**src/rtl/hv_scan_bist_pkg.sv**
```systemverilog
// -----------------------------------------------------------------------------
// hv_scan_bist_pkg
// Shared definitions for the HV scan-register BIST responder and related
// parity-protected banks.
//   state_e        : one-hot responder FSM state encoding (IDLE/RD/CHK/ACK)
//   PAR_*_ENC      : encoding of the parity-sense input of hv_scan_par_chk
//   addr_w_f       : register index width for a bank of n registers
//   tmo_cnt_w_f    : width of the read-timeout counter for a threshold th
// -----------------------------------------------------------------------------
package hv_scan_bist_pkg;

   typedef enum logic [3:0] {
      ST_IDLE = 4'b0001,
      ST_RD   = 4'b0010,
      ST_CHK  = 4'b0100,
      ST_ACK  = 4'b1000
   } state_e;

   // Parity sense: odd means ^{data,par}==1 is a good word.
   localparam logic PAR_EVEN_ENC = 1'b0;
   localparam logic PAR_ODD_ENC  = 1'b1;

   // At least one bit so a single-register bank still has a legal port.
   function automatic int addr_w_f(input int n);
      if (n <= 2) return 1;
      return $clog2(n);
   endfunction

   function automatic int tmo_cnt_w_f(input int th);
      if (th <= 2) return 1;
      return $clog2(th);
   endfunction

endpackage

```
**src/rtl/hv_scan_par_chk.sv**
```systemverilog
// -----------------------------------------------------------------------------
// hv_scan_par_chk
// Purely combinational parity check of a REG_DW-bit word against its stored
// parity bit. Shared by every parity-protected scan bank.
// Ports:
//   i_data     [REG_DW-1:0] data word
//   i_par                   stored parity bit
//   i_odd                   parity sense (PAR_ODD_ENC / PAR_EVEN_ENC)
//   o_par_err               1 = word and parity disagree with the sense
// -----------------------------------------------------------------------------
module hv_scan_par_chk #(
   parameter int REG_DW = 8
) (
   input  logic [REG_DW-1:0] i_data,
   input  logic              i_par,
   input  logic              i_odd,
   output logic              o_par_err
);

   logic w_xor;

   assign w_xor     = ^{i_data, i_par};
   assign o_par_err = (w_xor != i_odd);

endmodule

```
**src/rtl/hv_scan_reg_bist_rsp.sv**
```systemverilog
// -----------------------------------------------------------------------------
// hv_scan_reg_bist_rsp
// Responder side of the HV scan-register BIST handshake. Each BIST request
// reads the next scan register through the bank read port, checks the parity
// of the returned word and answers with a one-cycle ack carrying a pass/fail
// flag. Registers are walked 0..HV_SCAN_REG_NUM-1 and wrap.
//
// Parameters:
//   HV_SCAN_REG_NUM  number of scan registers walked per session
//   REG_DW           scan register data width
//   PAR_ODD          1 = odd parity good, 0 = even parity good
//   RD_TMO_TH        maximum cycles spent waiting for i_scan_rd_ack
//
// Ports:
//   i_clk, i_rst_n           clock, asynchronous active-low reset
//   i_bist_en                session enable; low aborts and clears state
//   i_bist_scan_reg_req      level request from the BIST controller
//   o_scan_reg_bist_ack      one-cycle ack per request
//   o_scan_reg_bist_err      valid with ack: parity fail or read timeout
//   o_scan_rd_req            read request to the bank, held in RD
//   o_scan_rd_addr           register index being read
//   i_scan_rd_ack            read data valid (only looked at in RD)
//   i_scan_rd_data           read data
//   i_scan_rd_par            stored parity bit
//
// Optional build macro HV_SCAN_BIST_ERR_LOG_EN adds an error log:
//   o_scan_err_cnt           saturating count of errored acks in the session
//   o_scan_first_err_addr    index of the first errored ack
//   o_scan_first_err_vld     set once the first errored ack has been seen
// -----------------------------------------------------------------------------
module hv_scan_reg_bist_rsp
   import hv_scan_bist_pkg::*;
#(
   parameter  int HV_SCAN_REG_NUM = 8,
   parameter  int REG_DW          = 8,
   parameter  int PAR_ODD         = 1,
   parameter  int RD_TMO_TH       = 16,
   localparam int ADDR_W          = addr_w_f(HV_SCAN_REG_NUM)
) (
   input  logic              i_clk,
   input  logic              i_rst_n,
   input  logic              i_bist_en,
   input  logic              i_bist_scan_reg_req,
   output logic              o_scan_reg_bist_ack,
   output logic              o_scan_reg_bist_err,
   output logic              o_scan_rd_req,
   output logic [ADDR_W-1:0] o_scan_rd_addr,
   input  logic              i_scan_rd_ack,
   input  logic [REG_DW-1:0] i_scan_rd_data,
   input  logic              i_scan_rd_par
`ifdef HV_SCAN_BIST_ERR_LOG_EN
   ,
   output logic [$clog2(HV_SCAN_REG_NUM+1)-1:0] o_scan_err_cnt,
   output logic [ADDR_W-1:0]                    o_scan_first_err_addr,
   output logic                                 o_scan_first_err_vld
`endif
);

   localparam int   TMO_CNT_W = tmo_cnt_w_f(RD_TMO_TH);
   localparam logic PAR_SENSE = (PAR_ODD != 0) ? PAR_ODD_ENC : PAR_EVEN_ENC;

   localparam logic [TMO_CNT_W-1:0] TMO_LAST = TMO_CNT_W'(RD_TMO_TH - 1);
   localparam logic [TMO_CNT_W-1:0] TMO_SAT  = {TMO_CNT_W{1'b1}};
   localparam logic [ADDR_W-1:0]    IDX_LAST = ADDR_W'(HV_SCAN_REG_NUM - 1);

   state_e                r_state;
   logic [ADDR_W-1:0]     r_idx;
   logic [TMO_CNT_W-1:0]  r_tmo_cnt;
   logic                  r_tmo_flag;
   logic [REG_DW-1:0]     r_rd_data;
   logic                  r_rd_par;

   logic                  w_odd;
   logic                  w_par_err;
   logic                  w_err;

   assign w_odd = PAR_SENSE;

   hv_scan_par_chk #(
      .REG_DW (REG_DW)
   ) u_par_chk (
      .i_data    (r_rd_data),
      .i_par     (r_rd_par),
      .i_odd     (w_odd),
      .o_par_err (w_par_err)
   );

   // A timed-out read carries stale data; the timeout flag alone decides.
   assign w_err = r_tmo_flag | w_par_err;

   // Read data capture: datapath only, no reset needed.
   always_ff @(posedge i_clk) begin
      if (r_state == ST_RD && i_scan_rd_ack) begin
         r_rd_data <= i_scan_rd_data;
         r_rd_par  <= i_scan_rd_par;
      end
   end

   // Responder FSM with registered outputs. Outputs are set on the edge that
   // enters the state in which they must be visible.
   always_ff @(posedge i_clk or negedge i_rst_n) begin
      if (!i_rst_n) begin
         r_state             <= ST_IDLE;
         r_idx               <= '0;
         r_tmo_cnt           <= '0;
         r_tmo_flag          <= 1'b0;
         o_scan_rd_req       <= 1'b0;
         o_scan_rd_addr      <= '0;
         o_scan_reg_bist_ack <= 1'b0;
         o_scan_reg_bist_err <= 1'b0;
      end else if (!i_bist_en) begin
         // Abort: drop any request in flight without acking it.
         r_state             <= ST_IDLE;
         r_idx               <= '0;
         r_tmo_cnt           <= '0;
         r_tmo_flag          <= 1'b0;
         o_scan_rd_req       <= 1'b0;
         o_scan_rd_addr      <= '0;
         o_scan_reg_bist_ack <= 1'b0;
         o_scan_reg_bist_err <= 1'b0;
      end else begin
         case (r_state)
            ST_IDLE: begin
               o_scan_reg_bist_ack <= 1'b0;
               o_scan_reg_bist_err <= 1'b0;
               if (i_bist_scan_reg_req) begin
                  r_state        <= ST_RD;
                  r_tmo_cnt      <= '0;
                  o_scan_rd_req  <= 1'b1;
                  o_scan_rd_addr <= r_idx;
               end
            end

            ST_RD: begin
               // Ack is tested first so it wins over a same-cycle timeout.
               if (i_scan_rd_ack) begin
                  r_state        <= ST_CHK;
                  r_tmo_flag     <= 1'b0;
                  o_scan_rd_req  <= 1'b0;
                  o_scan_rd_addr <= '0;
               end else if (r_tmo_cnt == TMO_LAST) begin
                  r_state        <= ST_CHK;
                  r_tmo_flag     <= 1'b1;
                  o_scan_rd_req  <= 1'b0;
                  o_scan_rd_addr <= '0;
               end else if (r_tmo_cnt != TMO_SAT) begin
                  r_tmo_cnt <= r_tmo_cnt + TMO_CNT_W'(1);
               end
            end

            ST_CHK: begin
               r_state             <= ST_ACK;
               o_scan_reg_bist_ack <= 1'b1;
               o_scan_reg_bist_err <= w_err;
            end

            ST_ACK: begin
               r_state             <= ST_IDLE;
               o_scan_reg_bist_ack <= 1'b0;
               o_scan_reg_bist_err <= 1'b0;
               r_idx               <= (r_idx == IDX_LAST) ? '0 : r_idx + ADDR_W'(1);
            end

            default: begin
               r_state             <= ST_IDLE;
               o_scan_rd_req       <= 1'b0;
               o_scan_rd_addr      <= '0;
               o_scan_reg_bist_ack <= 1'b0;
               o_scan_reg_bist_err <= 1'b0;
            end
         endcase
      end
   end

`ifdef HV_SCAN_BIST_ERR_LOG_EN
   localparam int ERR_CNT_W = $clog2(HV_SCAN_REG_NUM + 1);
   localparam logic [ERR_CNT_W-1:0] ERR_CNT_SAT = {ERR_CNT_W{1'b1}};

   // Updated on the CHK->ACK edge so the log is current while ack is high.
   always_ff @(posedge i_clk or negedge i_rst_n) begin
      if (!i_rst_n) begin
         o_scan_err_cnt        <= '0;
         o_scan_first_err_addr <= '0;
         o_scan_first_err_vld  <= 1'b0;
      end else if (!i_bist_en) begin
         o_scan_err_cnt        <= '0;
         o_scan_first_err_addr <= '0;
         o_scan_first_err_vld  <= 1'b0;
      end else if (r_state == ST_CHK && w_err) begin
         if (o_scan_err_cnt != ERR_CNT_SAT) begin
            o_scan_err_cnt <= o_scan_err_cnt + ERR_CNT_W'(1);
         end
         if (!o_scan_first_err_vld) begin
            o_scan_first_err_vld  <= 1'b1;
            o_scan_first_err_addr <= r_idx;
         end
      end
   end
`endif

endmodule
```
**config.mk**
```make
export PLATFORM = sky130hd
export DESIGN_NAME = hv_scan_reg_bist_rsp
export DESIGN_NICKNAME = d
export VERILOG_FILES = /design/src/rtl/hv_scan_bist_pkg.sv /design/src/rtl/hv_scan_par_chk.sv /design/src/rtl/hv_scan_reg_bist_rsp.sv
export SDC_FILE = /design/constraint.sdc
export NUM_CORES = 1
export LEC_CHECK = 0
export CAP_MARGIN = 15
export CORE_MARGIN = 5
export CORE_UTILIZATION = 30
export DETAILED_ROUTE_END_ITERATION = 6
export SYNTH_ARGS = -nofsm -noshare
export SYNTH_HDL_FRONTEND = slang
export SYNTH_SLANG_ARGS = --single-unit
```
**constraint.sdc**
```tcl
create_clock -name i_clk -period 1.8 [get_ports i_clk]
set_clock_uncertainty 0.05 [all_clocks]
set_input_delay 0.36 -clock i_clk [delete_from_list [all_inputs] [get_ports i_clk]]
set_output_delay 0.36 -clock i_clk [all_outputs]
set_load 0.01 [all_outputs]
```
# After elaboration in Yosys (flattened, before gate mapping)
# Cells that the tools add are included.
totals:
  romBits: 0
  latchBits: 0
  in_bits: 14
  word_cells: 71
  register_bits: 27
  memories: 0
  output_inout_bits: 6
  ram_bits: 0
classes:
  magnitude_cmp: 0
  n_div: 0
  mux: 32
  mul: 0
  n_bitwise: 2
  n_shift: 0
  n_addsub: 2
  n_eq_ne: 18
  n_reduce_logical: 7
op_table:
  columns: ["cell", "count"]
  rows:
  - ["$mux W4", 9]
  - ["$mux W3", 7]
  - ["$pmux W4 S3", 1]
  - ["$mux W1", 10]
  - ["$ne A3 B3 Y1 const B", 3]
  - ["$pmux W3 S3", 1]
  - ["$reduce_xor A9 Y1", 1]
  - ["$eq A4 B4 Y1 const B", 2]
  - ["$pmux W4 S2", 1]
  - ["$ne A3 B1 Y1 const B", 2]
  - ["$reduce_and A5 Y1", 1]
  - ["$add A4 B1 Y4 const B", 1]
  - ["$eq A4 B1 Y1 const B", 1]
  - ["$eq A4 B2 Y1 const B", 1]
  - ["$eq A4 B3 Y1 const B", 1]
  - ["$ne A2 B1 Y1 const B", 2]
  - ["$ne A2 B2 Y1 const B", 2]
  - ["$ne A4 B3 Y1 const B", 1]
  - ["$ne A4 B4 Y1 const B", 1]
  - ["$pmux W1 S2", 2]
  - ["$reduce_and A2 Y1", 2]
  - ["$add A3 B1 Y3 const B", 1]
  - ["$eq A3 B3 Y1 const B", 1]
  - ["$ne A3 B2 Y1 const B", 1]
  - ["6 further kinds", 6]

# Logic depth before layout (Yosys ltp)
logic_depth:
  depth_word: 6
  ltp_mapped: 5
  mapped_depth_nobuf: 5

# By module
# From an unflattened synthesis, not the netlist that was laid out.
hier_totals:
  cells_unflattened: 96
  hier_area_um2: 1246.2
by_module_without_submodules:
  columns: ["mod", "area_each_um2", "n_inst", "seq_area_each_um2", "cells_each"]
  rows:
  - ["hv_scan_reg_bist_rsp", 1154.9, 1, 721.9, 88]
  - ["hv_scan_par_chk", 91.3, 1, 0.0, 8]

# Least setup slack after synthesis
# No wires, ideal clock.
synth_path:
  path_kind: "register to register"
  startpoint: "reg r_state[0]"
  endpoint: "reg r_state[1]"
  path_slack_ns: 0.060
  synth_period_minus_slack_ns: 1.740
  path_stages_with_launch: 5
  arrival_ns: 1.572
  n_path_buf: 0
  setup_ns: 0.118
  required_time_ns: 1.632
  path_cell_list: "dfstp_2 or4b_1 a31o_2 and2_1 a21o_1"
synth_between:
  elab_chain_len: 3
  elab_cells_between_ends: 8
  cone_classes: "eq/ne (5); mux (2); reduce/logical (1)"
synth_lines:
  columns: ["item", "line_no", "rtl"]
  rows:
  - ["start, declared", "hv_scan_reg_bist_rsp.sv:66", "state_e r_state;"]
  - ["start signal, assigned", "hv_scan_reg_bist_rsp.sv:103", "r_state <= ST_IDLE;"]
  - ["start signal, assigned", "hv_scan_reg_bist_rsp.sv:113", "r_state <= ST_IDLE;"]
  - ["start signal, assigned", "hv_scan_reg_bist_rsp.sv:127", "r_state <= ST_RD;"]
  - ["$eq A4 B3 Y1, or another cell as far along", "hv_scan_reg_bist_rsp.sv:122", "case (r_state)"]
  - ["$pmux W4 S3, or another cell as far along", "hv_scan_reg_bist_rsp.sv:122", null]
  - ["$mux W4 / $reduce_and A2 Y1 (equally long branches)", null, null]
# Several ways; a longest one is shown, not always the timed one.
# A chain may end at the register's enable or synchronous reset.

# Worst setup path after layout
layout_path:
  startpoint: "reg r_state[3]"
  endpoint: "reg r_tmo_cnt[3]"
layout_between:
  elab_chain_len: 3
  elab_cells_between_ends: 10
  cone_classes: "eq/ne (7); mux (2); reduce/logical (1)"
layout_lines:
  columns: ["item", "line_no", "rtl"]
  rows:
  - ["$eq A4 B2 Y1 / $eq A4 B1 Y1 (equally long branches)", "hv_scan_reg_bist_rsp.sv:122", null]
  - ["$ne A3 B2 Y1 (no line), or another cell as far along", null, null]
  - ["$reduce_and A5 Y1 (no line) / $mux W4 (equally long branches)", null, null]
  - ["end signal, assigned", "hv_scan_reg_bist_rsp.sv:147", "r_tmo_cnt <= r_tmo_cnt + TMO_CNT_W'(1);"]
  - ["end, declared", "hv_scan_reg_bist_rsp.sv:68", "logic [TMO_CNT_W-1:0] r_tmo_cnt;"]
# Several ways; a longest one is shown, not always the timed one.

==> insert_results.sql <==
INSERT INTO impl_metrics (metric_group, metric, value, unit) VALUES
('power', 'power.static_leakage', '0.7159', 'nW'),
('sta', 'finalSetupViolCount', '1', ''),
('global_routing', 'vias_in_the_first_global_route', '937', ''),
('sta', 'slew_headroom', '80.42', '%'),
('die', 'coreArea', '4058', 'sq um'),
('global_routing', 'grt_pass1_wl', '4.146', 'mm'),
('clocking', 'cts_hold_repair.buffers', '0', ''),
('run_status', 'failed_checks', 'setup timing', ''),
('logic_synthesis', 'synth.top_cell.area_share', '33.40', '%'),
('die', 'pin_count', '20', ''),
('global_routing', 'grt_antenna_before_repair', '0', ''),
('sta', 'final_critical_path_setup_slack', '-0.0004905', 'ns'),
('logic_synthesis', 'synth_edf_count', '9', ''),
('clocking', 'cts_inserted_buffers', '3', ''),
('global_routing', 'pin_count_of_the_biggest_net_entering_global_routing', '19', ''),
('clocking', 'tritoncts', 'yes', ''),
('worst_setup_path', 'start_kind', 'flop', ''),
('detailed_routing', 'drc', '0', ''),
('finish', 'diodes', '0', ''),
('finish', 'nNetsFinal', '151', ''),
('place', 'worst_slack_at_placement', '-0.3079', 'ns'),
('worst_setup_path', 'worst_path_dominant_cell_family', 'simple AND/OR/NAND/NOR gates', ''),
('logic_synthesis', 'yosysSeqAreaShare', '56.68', '%'),
('run_status', 'status', 'finished, violations left', ''),
('finish', 'syn2layout_area_growth', '33.30', '%'),
('logic_synthesis', 'register_bit_count_reported_by_yosys', '27', ''),
('sta', 'tightest_slew', '0.2897', 'ns'),
('sta', 'fmaxAchievable', '0.5554', 'GHz'),
('logic_synthesis', 'synthesis.area', '1274', 'sq um'),
('logic_synthesis', 'yosys_warnings', '0', ''),
('power', 'report.power.total', '1.372', 'mW'),
('clocking', 'cts.root.buffer_cell', 'sky130_fd_sc_hd__clkbuf_8', ''),
('logic_synthesis', 'async_reset_ff_share', '66.67', '%'),
('power', 'power_density', '807.9', 'nW/um^2'),
('finish', 'final_design_area_no_fill', '1698', 'sq um'),
('worst_setup_path', 'cp_slowest_cell', 'sky130_fd_sc_hd__or4b_4', ''),
('worst_setup_path', 'cp_data_required_time', '1.95', 'ns'),
('global_routing', 'overflow', '0', ''),
('clocking', 'htreeDepth', '1', ''),
('sta', 'number_of_hold_slack_violations_in_the_final_timing_report', '0', ''),
('worst_setup_path', 'crit_buf_inv', '0', ''),
('worst_setup_path', 'worstPathArrival', '1.95', 'ns'),
('detailed_routing', 'detail_route.wl_per_cell', '13.94', 'um'),
('die', 'overall_die_height', '75.16', 'um'),
('detailed_routing', 'ant_nets', '0', ''),
('place', 'placedCellCount', '178', ''),
('place', 'dp_hpwl', '1.865', 'mm'),
('die', 'fp.dieArea', '5649', 'sq um'),
('logic_synthesis', 'yosysTopAreaCell', 'sky130_fd_sc_hd__dfrtp_1', ''),
('worst_setup_path', 'critPathKind', 'flop to flop', ''),
('finish', 'drive_gt1_share', '21.05', '%'),
('worst_setup_path', 'critPathCaptureType', 'flop', ''),
('place', 'gp_congestion', '0.7858', ''),
('die', 'std_cell_rows', '23', ''),
('detailed_routing', 'detailedRoute.firstPassIterationCount', '4', ''),
('clocking', 'cts.clk_slew.worst_paths', '0.09', 'ns'),
('sta', 'fin_tns_setup', '-0.0004905', 'ns'),
('sta', 'rsz0062_at_grt', 'yes', ''),
('clocking', 'tritoncts_num_sinks', '27', ''),
('hold_path', 'hp-class', 'primary input to asynchronous set/reset pin', ''),
('place', 'io_buffer_count', '19', ''),
('detailed_routing', 'post_drt_via_cell_ratio', '4.907', ''),
('worst_setup_path', 'critical_path.max_fanout', '8', ''),
('detailed_routing', 'drtIter0Drc', '30', ''),
('finish', 'stdcell_count', '183', ''),
('worst_setup_path', 'crit_chain', 'or4b_4 -> or4_1 -> a21boi_1', ''),
('sta', 'period_share', '100.0', '%'),
('sta', 'finalMaxSlewViolations', '0', ''),
('detailed_routing', 'wl', '2.551', 'mm'),
('clocking', 'clockBufferDepth', '2', ''),
('finish', 'mostFrequentLayoutCell', 'sky130_fd_sc_hd__clkdlybuf4s50_1', '');
## metrics by stage
| stage | utilization (%) | hold WS (ns) |
|---|---|---|
| finish | 41.84 | 0.3602 |
| global route | 41.84 | 0.3747 |
| CTS | 41.57 | 0.3587 |
| detailed placement | 39.87 | 0.4150 |
| global placement | 39.87 | 0.4125 |
| floorplan | - | 0.01441 |
## area by class of cell
class | instances | area (sq um)
fill | 390 | 2360
sequential | 27 | 721.9
clock buffer | 3 | 41.29
multi-input combinational | 71 | 574.3
clock inverter | 1 | 5.005
tap | 50 | 62.56
timing repair buffer | 31 | 292.8
## timing repair
action                                 in CTS  in global routing
pin swaps                                   1                  2
setup endpoints to repair                   6                 16
endpoints found under the hold margin       0                  0
resized for setup                           3                  2
buffers inserted                            1                  0
## worst paths after layout
| check | start | slack, ns | cells past startpoint | to |
|---|---|---|---|---|
| min in group i_clk | o_scan_rd_req | 0.43 | 1 | o_scan_rd_req |
| worst max register to register | r_state[3] | -0.0005 | 3 | r_tmo_cnt[3] |
| worst max-delay path | r_state[3] | -0.0005 | 3 | r_tmo_cnt[3] |
| worst min register to register | o_scan_rd_req | 0.43 | 1 | o_scan_rd_req |
| max in group asynchronous | i_rst_n | 1.08 | 2 | r_state[0] |
| worst min-delay path | i_rst_n | 0.36 | 2 | o_scan_reg_bist_ack |
## sequential cells by signal, indices dropped and copies added, names as in the netlist
| signal | cells |
|---|---|
| r_rd_data | 8 |
| r_state | 4 |
| r_tmo_cnt | 4 |
| o_scan_rd_addr | 3 |
| r_idx | 3 |
| o_scan_rd_req | 1 |
| o_scan_reg_bist_ack | 1 |
| o_scan_reg_bist_err | 1 |
| r_rd_par | 1 |
| r_tmo_flag | 1 |
## synth_stat cells, drive strengths merged, types with 3 or more instances
cell type  instances
nand2b             4
nor2b              3
a21boi             6
a21bo              3
ha                 3
a21o               3
and2               4
o21ai              5
nor4b              3
nand3b             3
nor2               3
mux2i              3
nand2              3
edfxtp             9
nand4              3
dfrtp             17
## metal layers
metal  track usage, %  share of wire, %
met5                0                 0
met4            2.330              0.78
met2            17.89                52
met3            2.937               6.0
met1            10.87                41
## power by group
part / total [mW] / internal, mW / switching (mW)
logic: 0.318 / 0.188 / 0.130
registers: 0.718 / 0.684 / 0.0345
clock network: 0.336 / 0.155 / 0.181
## cell families after synthesis
kind of cell / Yosys count / share of synthesized area (%)
compound gates: 23 / 13.16
simple gates: 37 / 18.96
fa+ha+maj: 3 / 2.947
xor+xnor: 5 / 5.599
mux: 3 / 2.358
buf+inv: 1 / 0.2944
flops: 27 / 56.68
## worst reg2reg max path: cells and delay by family, from the launching register on
kind               cells  cell delay, ns
and+or+nand+nor        2            1.07
AOI/OAI and AO/OA      1            0.14
DFF                    1            0.47
Power figures use the tool's default switching activity.
